<file path="config.mk">
export PLATFORM = sky130hd
export DESIGN_NAME = apb_psram_bridge
export DESIGN_NICKNAME = d
export VERILOG_FILES = /design/src/rtl/apb_psram_bridge_pkg.sv /design/src/rtl/apb_psram_bridge_tmr.sv /design/src/rtl/apb_psram_bridge.sv
export SDC_FILE = /design/constraint.sdc
export NUM_CORES = 1
export LEC_CHECK = 0
export BUFFER_PORTS_ARGS = -buffer_cell sky130_fd_sc_hd__buf_2
export CORE_MARGIN = 2
export CORE_UTILIZATION = 47
export CTS_CLUSTER_SIZE = 8
export DETAILED_ROUTE_END_ITERATION = 8
export HOLD_SLACK_MARGIN = 0.06
export PLACE_DENSITY_LB_ADDON = 0.15
export SYNTH_ARGS = -nofsm -noshare
export SYNTH_HDL_FRONTEND = slang
export SYNTH_SLANG_ARGS = --single-unit
</file>
<file path="constraint.sdc">
create_clock -name clk_i -period 2.9 [get_ports clk_i]
set_input_delay 0.145 -clock clk_i [delete_from_list [all_inputs] [get_ports clk_i]]
set_output_delay 0.145 -clock clk_i [all_outputs]
set_load 0.1 [all_outputs]
</file>
<file path="src/rtl/apb_psram_bridge_pkg.sv">
`default_nettype none
// ============================================================================
// Module      : apb_psram_bridge_pkg
// Description : Shared types and constants for the APB-to-Wishbone PSRAM
//               bridge: FSM state encoding, legal write-strobe patterns,
//               address-match field width and timeout counter width.
// Revision    : 1.0 - initial release
// ============================================================================
package apb_psram_bridge_pkg;

    // Bridge FSM states
    typedef enum logic [1:0] {
        IDLE = 2'd0,
        BUS  = 2'd1,
        RESP = 2'd2,
        ERR  = 2'd3
    } state_e;

    // Number of upper address bits compared against the base address
    localparam int unsigned c_ADDR_MATCH_W = 8;

    // Width of the Wishbone wait counter
    localparam int unsigned c_TMR_W = 16;

    // Byte-lane patterns the PSRAM controller accepts on writes
    // (single byte, aligned half-word, full word)
    localparam int unsigned c_NUM_LEGAL_STRB = 7;
    localparam logic [c_NUM_LEGAL_STRB*4-1:0] c_LEGAL_STRB = {
        4'b0001, 4'b0010, 4'b0100, 4'b1000,
        4'b0011, 4'b1100, 4'b1111
    };

    // True when the strobe matches one of the accepted patterns
    function automatic logic strb_is_legal(input logic [3:0] strb);
        logic hit;
        hit = 1'b0;
        for (int i = 0; i < c_NUM_LEGAL_STRB; i++) begin
            if (c_LEGAL_STRB[i*4 +: 4] == strb) begin
                hit = 1'b1;
            end
        end
        return hit;
    endfunction

endpackage
`default_nettype wire

</file>
<file path="src/rtl/apb_psram_bridge_tmr.sv">
`default_nettype none
// ============================================================================
// Module      : apb_psram_bridge_tmr
// Description : Loadable wait counter. Cleared by load_i, counts while en_i
//               is high and flags expiry on the LIMIT-th enabled cycle.
// Revision    : 1.0 - initial release
// ============================================================================
module apb_psram_bridge_tmr
    import apb_psram_bridge_pkg::*;
#(
    parameter int unsigned LIMIT = 1023
) (
    input  logic clk_i,
    input  logic rst_ni,
    input  logic load_i,
    input  logic en_i,
    output logic expire_o
);

    // Count value reached during the LIMIT-th enabled cycle
    localparam int unsigned        c_LAST_I = LIMIT - 1;
    localparam logic [c_TMR_W-1:0] c_LAST   = c_LAST_I[c_TMR_W-1:0];

    logic [c_TMR_W-1:0] cnt_q;
    logic [c_TMR_W-1:0] cnt_d;
    logic               w_at_last;

    assign w_at_last = (cnt_q == c_LAST);
    assign expire_o  = en_i & w_at_last;

    // Next count: clear on load, otherwise advance and saturate at the limit
    always_comb begin
        cnt_d = cnt_q;
        if (load_i) begin
            cnt_d = '0;
        end else if (en_i && !w_at_last) begin
            cnt_d = cnt_q + {{(c_TMR_W-1){1'b0}}, 1'b1};
        end
    end

    // Counter register
    always_ff @(posedge clk_i or negedge rst_ni) begin
        if (!rst_ni) begin
            cnt_q <= '0;
        end else begin
            cnt_q <= cnt_d;
        end
    end

endmodule
`default_nettype wire

</file>
<file path="src/rtl/apb_psram_bridge.sv">
`default_nettype none
// ============================================================================
// Module      : apb_psram_bridge
// Description : APB slave to Wishbone master bridge in front of a PSRAM
//               controller. Captures the request in the APB setup phase,
//               rejects off-window addresses and unsupported byte strobes,
//               runs one Wishbone cycle with a bounded wait and returns the
//               result by extending the APB access phase.
// Revision    : 1.0 - initial release
// ============================================================================
module apb_psram_bridge
    import apb_psram_bridge_pkg::*;
#(
    parameter logic [31:0] BASE_ADDR   = 32'h8000_0000,
    parameter int unsigned TIMEOUT_CYC = 1023
) (
    input  logic        clk_i,
    input  logic        rst_ni,
    // APB slave
    input  logic        psel,
    input  logic        penable,
    input  logic        pwrite,
    input  logic [31:0] paddr,
    input  logic [31:0] pwdata,
    input  logic [3:0]  pstrb,
    output logic        pready,
    output logic        pslverr,
    output logic [31:0] prdata,
    // Wishbone master
    output logic [31:0] adr_o,
    output logic [31:0] dat_o,
    output logic [3:0]  sel_o,
    output logic        cyc_o,
    output logic        stb_o,
    output logic        we_o,
    input  logic [31:0] dat_i,
    input  logic        ack_i
);

    localparam int unsigned c_OFS_W = 32 - c_ADDR_MATCH_W;

    state_e      state_q, state_d;
    logic [31:0] adr_q, adr_d;
    logic [31:0] dat_q, dat_d;
    logic [3:0]  sel_q, sel_d;
    logic        we_q, we_d;
    logic [31:0] prdata_q, prdata_d;
    logic        err_q, err_d;

    logic w_setup;
    logic w_access;
    logic w_addr_hit;
    logic w_strb_zero;
    logic w_strb_bad;
    logic w_illegal;
    logic w_in_bus;
    logic w_tmr_expire;

    assign w_setup     = psel & ~penable;
    assign w_access    = psel & penable;
    assign w_addr_hit  = (paddr[31 -: c_ADDR_MATCH_W] == BASE_ADDR[31 -: c_ADDR_MATCH_W]);
    assign w_strb_zero = pwrite & (pstrb == 4'b0000);
    assign w_strb_bad  = pwrite & ~w_strb_zero & ~strb_is_legal(pstrb);
    // An address miss takes priority, so a zero-strobe write off-window errors
    assign w_illegal   = ~w_addr_hit | w_strb_bad;
    assign w_in_bus    = (state_q == BUS);

    // Wishbone wait counter: held clear outside BUS, counts inside it
    apb_psram_bridge_tmr #(
        .LIMIT    (TIMEOUT_CYC)
    ) u_tmr (
        .clk_i    (clk_i),
        .rst_ni   (rst_ni),
        .load_i   (~w_in_bus),
        .en_i     (w_in_bus),
        .expire_o (w_tmr_expire)
    );

    // Wishbone outputs come straight from the request registers
    assign cyc_o  = w_in_bus;
    assign stb_o  = w_in_bus;
    assign adr_o  = adr_q;
    assign dat_o  = dat_q;
    assign sel_o  = sel_q;
    assign we_o   = we_q;
    assign prdata = prdata_q;

    // FSM next state and APB response; responses only complete in an access phase
    always_comb begin
        state_d = state_q;
        pready  = 1'b0;
        pslverr = 1'b0;
        unique case (state_q)
            IDLE: begin
                if (w_setup) begin
                    if (w_illegal) begin
                        state_d = ERR;
                    end else if (w_strb_zero) begin
                        state_d = RESP;
                    end else begin
                        state_d = BUS;
                    end
                end
            end
            BUS: begin
                // ack takes precedence over a coincident timeout
                if (ack_i || w_tmr_expire) begin
                    state_d = RESP;
                end
            end
            RESP: begin
                if (w_access) begin
                    pready  = 1'b1;
                    pslverr = err_q;
                    state_d = IDLE;
                end
            end
            ERR: begin
                if (w_access) begin
                    pready  = 1'b1;
                    pslverr = 1'b1;
                    state_d = IDLE;
                end
            end
            default: state_d = IDLE;
        endcase
    end

    // Request capture, read data capture and timeout error tracking
    always_comb begin
        adr_d    = adr_q;
        dat_d    = dat_q;
        sel_d    = sel_q;
        we_d     = we_q;
        prdata_d = prdata_q;
        err_d    = err_q;
        if (state_q == IDLE && w_setup) begin
            adr_d = {{c_ADDR_MATCH_W{1'b0}}, paddr[c_OFS_W-1:0]};
            dat_d = pwdata;
            sel_d = pwrite ? pstrb : 4'hF;
            we_d  = pwrite;
            err_d = 1'b0;
            if (w_illegal) begin
                prdata_d = 32'h0;
            end
        end
        if (w_in_bus) begin
            if (ack_i) begin
                if (!we_q) begin
                    prdata_d = dat_i;
                end
            end else if (w_tmr_expire) begin
                err_d    = 1'b1;
                prdata_d = 32'h0;
            end
        end
        if (state_q == RESP && w_access) begin
            err_d = 1'b0;
        end
    end

    // FSM state register
    always_ff @(posedge clk_i or negedge rst_ni) begin
        if (!rst_ni) begin
            state_q <= IDLE;
        end else begin
            state_q <= state_d;
        end
    end

    // Datapath registers
    always_ff @(posedge clk_i or negedge rst_ni) begin
        if (!rst_ni) begin
            adr_q    <= 32'h0;
            dat_q    <= 32'h0;
            sel_q    <= 4'h0;
            we_q     <= 1'b0;
            prdata_q <= 32'h0;
            err_q    <= 1'b0;
        end else begin
            adr_q    <= adr_d;
            dat_q    <= dat_d;
            sel_q    <= sel_d;
            we_q     <= we_d;
            prdata_q <= prdata_d;
            err_q    <= err_d;
        end
    end

endmodule
`default_nettype wire
</file>
After elaboration in Yosys (flattened, before gate mapping)
Cells that the tools add are included.

RAM bits: 0. Bits in latches: 0. ROM bits: 0. Output and inout bits: 105. Logic and storage cells: 76. Register bits: 112. Memories kept: 0.

Bitwise operators: 11. Mux-type cells: 31. Reduce and logical (&&, ||, !) cells: 9. Shift-type cells: 0. Magnitude comparators: 0. Add/sub/neg operators: 1. Eq/ne operators: 16. Multiply operators: 0. Div/mod/pow operators: 0.

Operators with widths (number): two-way mux 32 bit (6); two-way mux 16 bit (2); adder 16 x 1 -> 16 bit, second input constant (1); == test 16 x 10 -> 1 bit, second input constant (1); two-way mux 1 bit (15); == test 4 bit, first input constant (3); two-way mux 2 bit (5); == test 2 x 4 -> 1 bit, first input constant (2); == test 8 bit, second input constant (1); bitwise AND 1 bit (6); inequality test 2 bit, second input constant (3); one-hot mux 2 bit (3 select lines) (1); == test 1 x 4 -> 1 bit, first input constant (1); == test 2 bit, second input constant (2); == test 3 x 4 -> 1 bit, first input constant (1); zero test 4 bit (1); two-way mux 4 bit (1); inverter 1 bit (4); logical AND 1 bit (3); AND reduction 3 bit (1); == test 2 x 1 -> 1 bit, second input constant (1); zero test 2 bit (1); inequality test 2 x 1 -> 1 bit, second input constant (1); one-hot mux 1 bit (2 select lines) (1); 4 further kinds (4).

Depth between registers and ports, before layout
Gate-level depths: netlist of run 1.

Word-level depth: 16. Depth in mapped cells: 8. Depth with buffers taken out: 6.

Cells and area by module
Synthesis of run 1 repeated with hierarchy kept, for this count alone.

Cell total of the unflattened synthesis: 543. Area, all modules: 5056.1 um^2.

By module, submodules not included: apb_psram_bridge (area each 4076.4 um^2, instances 1, cells an instance 444); apb_psram_bridge_tmr (area each 979.7 um^2, instances 1, cells an instance 99).

Least setup slack after synthesis of run 1
No wires, ideal clock.

Kind: register to output. Start: reg state_q[1]. End: out stb_o. Slack: 0.488 ns. Path buffers: 2. Stages on the path, launching flop included: 5. Arrival time: 2.267 ns. Cell sequence: dfrtp_1 nand2b_1 inv_1 clkbuf_1 buf_4.

Longest elaborated chain between the ends: 1.

RTL lines: start, declared (line apb_psram_bridge.sv:42) `state_e state_q, state_d;`; start signal, assigned (line apb_psram_bridge.sv:167) `state_q <= state_d;`; == test 2 x 1 -> 1 bit (line apb_psram_bridge.sv:66) `assign w_in_bus = (state_q == BUS);`; end, declared (line apb_psram_bridge.sv:34) `output logic stb_o,`.

No other way between the ends.

Final worst setup path of run 1
Start: reg u_tmr.cnt_q[0]. End: reg prdata_q[26], in the netlist prdata[26].

Longest elaborated chain between the ends: 5.

RTL lines: start, declared (line apb_psram_bridge_tmr.sv:24) `logic [c_TMR_W-1:0] cnt_q;`; start signal, assigned (line apb_psram_bridge_tmr.sv:46) `cnt_q <= cnt_d;`; == test 16 x 10 -> 1 bit (line apb_psram_bridge_tmr.sv:28) `assign w_at_last = (cnt_q == c_LAST);`; bitwise AND 1 bit (line apb_psram_bridge_tmr.sv:29) `assign expire_o = en_i & w_at_last;`; two-way mux 32 bit (line apb_psram_bridge.sv:152) `end else if (w_tmr_expire) begin`; two-way mux 32 bit (line apb_psram_bridge.sv:148) `if (ack_i) begin`; two-way mux 32 bit (line apb_psram_bridge.sv:147) `if (w_in_bus) begin`; net prdata_d[26] (line apb_psram_bridge.sv:47) `logic [31:0] prdata_q, prdata_d;`; end signal, assigned (line apb_psram_bridge.sv:185) `prdata_q <= prdata_d;`; end, declared (line apb_psram_bridge.sv:47).

The timed path passes the listed nets, and every way through them passes these cells. A chain may end at the register's enable or synchronous reset.

==> metrics.md, run 1 <==
| Metric | Value |
|---|---|
| Worst skew pair latency | 370 ps |
| Placer Congestion | 0.813 |
| Clock-pin slew on the worst setup and hold paths | 110 ps |
| Slowest cell on crit path | or4b_1 |
| Final setup viols | 0 |
| CTS H-tree lvls | 3 |
| Die width | 104 um |
| Global-route wire length before repair | 22.7 mm |
| Sequential area share after synthesis | 0.596 |
| Syn Std Cell Area | 0.00470 mm^2 |
| Clk buf depth | 2 |
| Max Clk Rate | 392 MHz |
| CP required | 3170 ps |
| Crit path launch | u_tmr.cnt_q[0] |
| DRT antenna net count | 0 |
| Min-delay worst type | primary input to register |
| Vias after detailed routing | 4560 |
| Placed Instance Area | 0.00579 mm^2 |
| Post-CTS resize count | 0 |
| Startpoint Class | register |
| CTS tree | built |
| RSZ-0062 raised after global routing | false |
| DRC violations left | 0 |
| FF-to-FF End | prdata[26] |
| CP max FO | 32 |
| # diodes | 0 |
| WP data arrival | 2820 ps |
| Critical path endpoint | prdata[26] |
| Root Buffer | clkbuf_8 |
| Overall die height | 104 um |
| Final instance area | 0.00698 mm^2 |
| Register Area | 0.00280 mm^2 |
| Vias in the first global route | 4690 |
| Core ar. | 0.00973 mm^2 |
| Post-CTS Hold Fix Bufs | 98 |
| Gr usage total | 0.261 |
| CP Capture Type | register |
| Slew Viols, Final | 0 |
| Post-Syn Instances | 472 |
| PortBufs | 202 |
| CTS Buf Count | 9 |
| First-pass DRT Iterations | 5 |
| Fin. Hold Viols | 0 |
| Pre-CTS WS | 361 ps |
| Reg-to-Reg Start | u_tmr.cnt_q[0] |
| Fill count | 707 |
| Avg Inst Size Synth | 9.96 um^2 |
| Synth top area share | 0.596 |
| DR WL/cell | 15.4 um |
| CP cell instances | inv_1, ha_1, or4b_1, o41ai_4, a22oi_2, buf_4, a22o_1 |
| Layout Area Growth over Synthesis | 48.6% |
| IO Count | 211 |
| Post-DP HPWL | 8.37 mm |
| Post-synth top cells | 186 x nand2_1, 112 x dfrtp_1, 32 x a22o_1, 17 x clkbuf_1, 14 x nor2_1 |
| Crit Path Category | register to register |
| First DRT Iteration DRCs | 210 |
| Area leader, netlist | dfrtp_1 |
| Clock Sinks | 112 |
| Yosys cell types | 43 |
| Ys flop type | dfrtp_1 |
| Final worst slack | 347 ps |
| Setup TNS | 0 ps |
| Most numerous cell in the Yosys netlist | nand2_1 |
| Largest cells by area after synthesis | dfrtp_1 60%, nand2_1 15%, a22o_1 6.0% |
| Initial Util | 0.483 |
| Async SR Flop Fraction | 1.00 |
| Total die area | 0.0108 mm^2 |
| Synth Warn # | 0 |
| Crit path largest cell delay | 600 ps |
| Antenna violations before repair | 0 |
| Yosys reg bits | 112 |
| Register-to-Register Path Depth | 7 |
| Largest net degree at the start of global routing | 67 |
| Final Critical Period | 2550 ps |
| R2r setup slk | 350 ps |
| Rows | 36 |
| Max Cap Viol | 0 |
| Drt total wl | 13.9 mm |
| Post-CTS Setup Repair Bufs | 0 |
| Slew of the pin with the lowest slew margin | 677 ps |
| Crit share post-route | 0.880 |
| Via density | 5.06 |
| Total grt overflow | 0 |
| Layout cells sized above 1 | 0.299 |
| Area of the multi-input gates | 0.00171 mm^2 |
| Clock skew | 16.6 ps |
| Final Net Count | 872 |
| Slew margin rel. | 0.542 |
| Number of synthesized flops with an enable pin | 0 |
| Status | finished, final reports clean |
[worst max-delay path: cells and delay by family, from the launching register on]
kind            cells  cell delay (ps)
compound gates      3              880
simple gates        1              600
fa+ha+maj           1              150
buf+inv             2              370
flops               1              440
[cells by family (layout without fill, tap and decap cells)]
group,Yosys count,count (layout),synth area share
AO/OA/AOI/OAI,65,65,0.110
XOR/XNOR,2,2,0.00373
adder cells (fa/ha/maj),2,2,0.00532
buffers and inverters,42,332,0.0471
flip-flops,112,112,0.596
multiplexers,5,5,0.0107
other,1,8,0.000798
AND/OR/NAND/NOR,243,243,0.226
[layout make-up]
class / count / area share
clock buffers: 12 / 0.0222
well taps: 133 / 0.0238
repair buffers: 307 / 0.295
flip-flops and latches: 112 / 0.401
multi-input cells: 325 / 0.244
clock inverters: 4 / 0.00842
inverters: 9 / 0.00484
[cell usage in the layout, fill, tap and decap left out, types with 7 or more instances in the layout]
cell type,Yosys,routed
dfrtp_1,112,112
a22o_1,32,32
inv_1,9,9
nand2_1,186,186
a21oi_1,9,9
dlygate4sd3_1,0,98
buf_2,0,201
nor2_1,14,14
buf_4,9,7
clkbuf_8,0,11
conb_1,1,8
or3_1,7,7
[worst min-delay path by stage]
stage	start	endpoint	slack, ps	depth (start not counted)
floorplan	rst_ni	adr_o[0]	-150	0
global placement	rst_ni	u_tmr.cnt_q[8]	220	1
detailed placement	rst_ni	adr_o[20]	230	1
CTS	psel	state_q[1]	130	4
global route	psel	state_q[1]	150	4
finish	psel	state_q[1]	140	4
[sequential cells by signal (all words and copies together), names as in the netlist]
signal	flops
prdata	32
adr_o	24
u_tmr.cnt_q	16
we_o	1
state_q	2
sel_o	4
err_q	1
dat_o	32
[through the flow]
step | std cells | hold slack, ps | utilization
after global placement | 788 | 222 | 0.595
after CTS | 902 | 126 | 0.718
final | 902 | 138 | 0.718
after floorplan | 479 | -151 | -
after global routing | 902 | 151 | 0.718
after detailed placement | 788 | 231 | 0.595
[routing by layer]
metal / GRT usage / wire (um)
met1: 0.305 / 5450
met2: 0.457 / 7140
met3: 0.0545 / 826
met4: 0.126 / 428
met5: 0 / 0
Power of run 1 is left out: the tool's default activity adds up to more than one toggle a clock period on the data nets, which glitch-free logic cannot reach.
==> run 2: changes to the inputs <==
--- a/config.mk
+++ b/config.mk
@@ -8,10 +8,12 @@
 export BUFFER_PORTS_ARGS = -buffer_cell sky130_fd_sc_hd__buf_2
 export CORE_MARGIN = 2
 export CORE_UTILIZATION = 47
+export CTS_BUF_LIST = sky130_fd_sc_hd__clkbuf_4 sky130_fd_sc_hd__clkbuf_8 sky130_fd_sc_hd__clkbuf_16
 export CTS_CLUSTER_SIZE = 8
 export DETAILED_ROUTE_END_ITERATION = 8
 export HOLD_SLACK_MARGIN = 0.06
 export PLACE_DENSITY_LB_ADDON = 0.15
+export REMOVE_ABC_BUFFERS = 1
 export SYNTH_ARGS = -nofsm -noshare
 export SYNTH_HDL_FRONTEND = slang
 export SYNTH_SLANG_ARGS = --single-unit
==> run 2 against run 1 <==
Effect of this change: die area stayed put; final cell count is 0.44% lower; utilization is 0.12 points higher; final area is 0.16% higher; largest cell class unchanged; worst hold slack better by 18 ps; flip-flop and latch count stayed put; register-to-register slack hardly changed.
==> metrics.md, run 2 (same netlist as run 1, synthesis figures left out) <==
| Metric | Value |
|---|---|
| Status | finished, final reports clean |
| Crit Path Category | register to register |
| Root Buffer | clkbuf_8 |
| Clock Sinks | 112 (unchanged) |
| Antenna violations before repair | 0 (unchanged) |
| PortBufs | 202 (unchanged) |
| Final Net Count | 869 (-0.34%) |
| Max Clk Rate | 391 MHz (-0.22%) |
| Initial Util | 0.483 (unchanged) |
| Clock skew | 11.0 ps (-5.55 ps) |
| # diodes | 0 (unchanged) |
| Total grt overflow | 0 (unchanged) |
| Clk buf depth | 2 (unchanged) |
| WP data arrival | 2810 ps (about the same) |
| Final Critical Period | 2560 ps (+5.57 ps) |
| Die width | 104 um (unchanged) |
| Global-route wire length before repair | 22.3 mm (-2.0%) |
| Post-CTS Setup Repair Bufs | 0 (unchanged) |
| DRT antenna net count | 0 (unchanged) |
| Gr usage total | 0.254 (-0.00714) |
| Placer Congestion | 0.815 (+0.14%) |
| Vias in the first global route | 4731 (+0.87%) |
| Fin. Hold Viols | 0 (unchanged) |
| Final hold slack | 156 ps (+18.0 ps) |
| CP Capture Type | register |
| Layout Utilization | 0.719 (+0.00116) |
| Slew margin rel. | 0.549 (+0.00709) |
| Final instance area | 0.00699 mm^2 (+0.16%) |
| Post-DP HPWL | 8.42 mm (+0.61%) |
| Largest net degree at the start of global routing | 61 (-9.0%) |
| Core ar. | 0.00973 mm^2 (unchanged) |
| RSZ-0062 raised after global routing | false |
| Via density | 4.96 (-1.8%) |
| CTS H-tree lvls | 3 (unchanged) |
| Layout Area Growth over Synthesis | 48.8% |
| Commonest non-fill, non-tap cell in the layout | buf_2 |
| Clock-pin slew on the worst setup and hold paths | 100 ps (about the same) |
| IO Count | 211 (unchanged) |
| Commonest cells after routing, fill and taps aside | 201 x buf_2, 186 x nand2_1, 112 x dfrtp_1 |
| Placed Instance Area | 0.00580 mm^2 (+0.22%) |
| Total die area | 0.0108 mm^2 (unchanged) |
| CP required | 3160 ps (about the same) |
| Overall die height | 104 um (unchanged) |
| Min-delay worst type | primary input to register |
| Final setup viols | 0 (unchanged) |
| Slew of the pin with the lowest slew margin | 676 ps (-1.10 ps) |
| Post-CTS resize count | 0 (unchanged) |
| Post-CTS Hold Fix Bufs | 95 (-3.1%) |
| Slew Viols, Final | 0 (unchanged) |
| Layout cells sized above 1 | 0.301 (+0.00156) |
| Startpoint Class | register |
| First DRT Iteration DRCs | 172 (-18%) |
| Drt total wl | 13.3 mm (-3.8%) |
| CP max FO | 32 (unchanged) |
| Pre-CTS WS | 389 ps (+28.1 ps) |
| CTS tree | built |
| Rows | 36 (unchanged) |
| Vias after detailed routing | 4457 (-2.3%) |
| CTS Buf Count | 9 (unchanged) |
| Final worst slack | 342 ps (-5.57 ps) |
| DR WL/cell | 14.8 um (-3.4%) |
| Max Cap Viol | 0 (unchanged) |
| First-pass DRT Iterations | 7 (+2) |
| DRC violations left | 0 (unchanged) |
| Worst skew pair latency | 370 ps (about the same) |
| Crit share post-route | 0.882 (+0.00192) |
run 2: worst paths after layout:
kind                                 from          to  slack [ps]  depth (start not counted)
max                        u_tmr.cnt_q[0]  prdata[22]         340                          7
min                                  psel  state_q[1]         160                          4
max reg2reg                u_tmr.cnt_q[0]  prdata[22]         340                          7
min reg2reg                     adr_o[22]   adr_o[22]         480                          2
max in group asynchronous          rst_ni  prdata[24]        1780                          3
min in group asynchronous          rst_ni   adr_o[11]         340                          2
run 2: area by class of cell:
class / count / area [um^2]
Tap cell: 133 / 166
Inverter: 9 / 33.8
Multi-Input combinational cell: 325 / 1710
Clock buffer: 12 / 153
Clock inverter: 3 / 90.1
Timing Repair Buffer: 304 / 2040
Fill cell: 728 / 2740
Sequential cell: 112 / 2800
run 2: layer usage:
layer	track usage	share of wire	up-vias	routed length, um
met5	0	0	-	0
li1	-	-	2128	-
met4	0.127	0.041	0	549
met3	0.0514	0.052	44	686
met2	0.437	0.50	166	6690
met1	0.303	0.40	2119	5390
run 2: stage by stage:
step | setup TNS (ps) | cells
after global routing | 0 | 898
final | 0 | 898
after global placement | 0 | 788
after CTS | 0 | 898
after floorplan | -15140 | 446
after detailed placement | 0 | 788
run 2: critical path: stages, from the launching register on:
cell and delay [ps]:
dfrtp_1 450, inv_1 110, ha_1 140, or4b_1 600
o41ai_4 480, a22oi_2 130, buf_4 250, a22o_1 280
Power of run 2 is left out for the same reason.
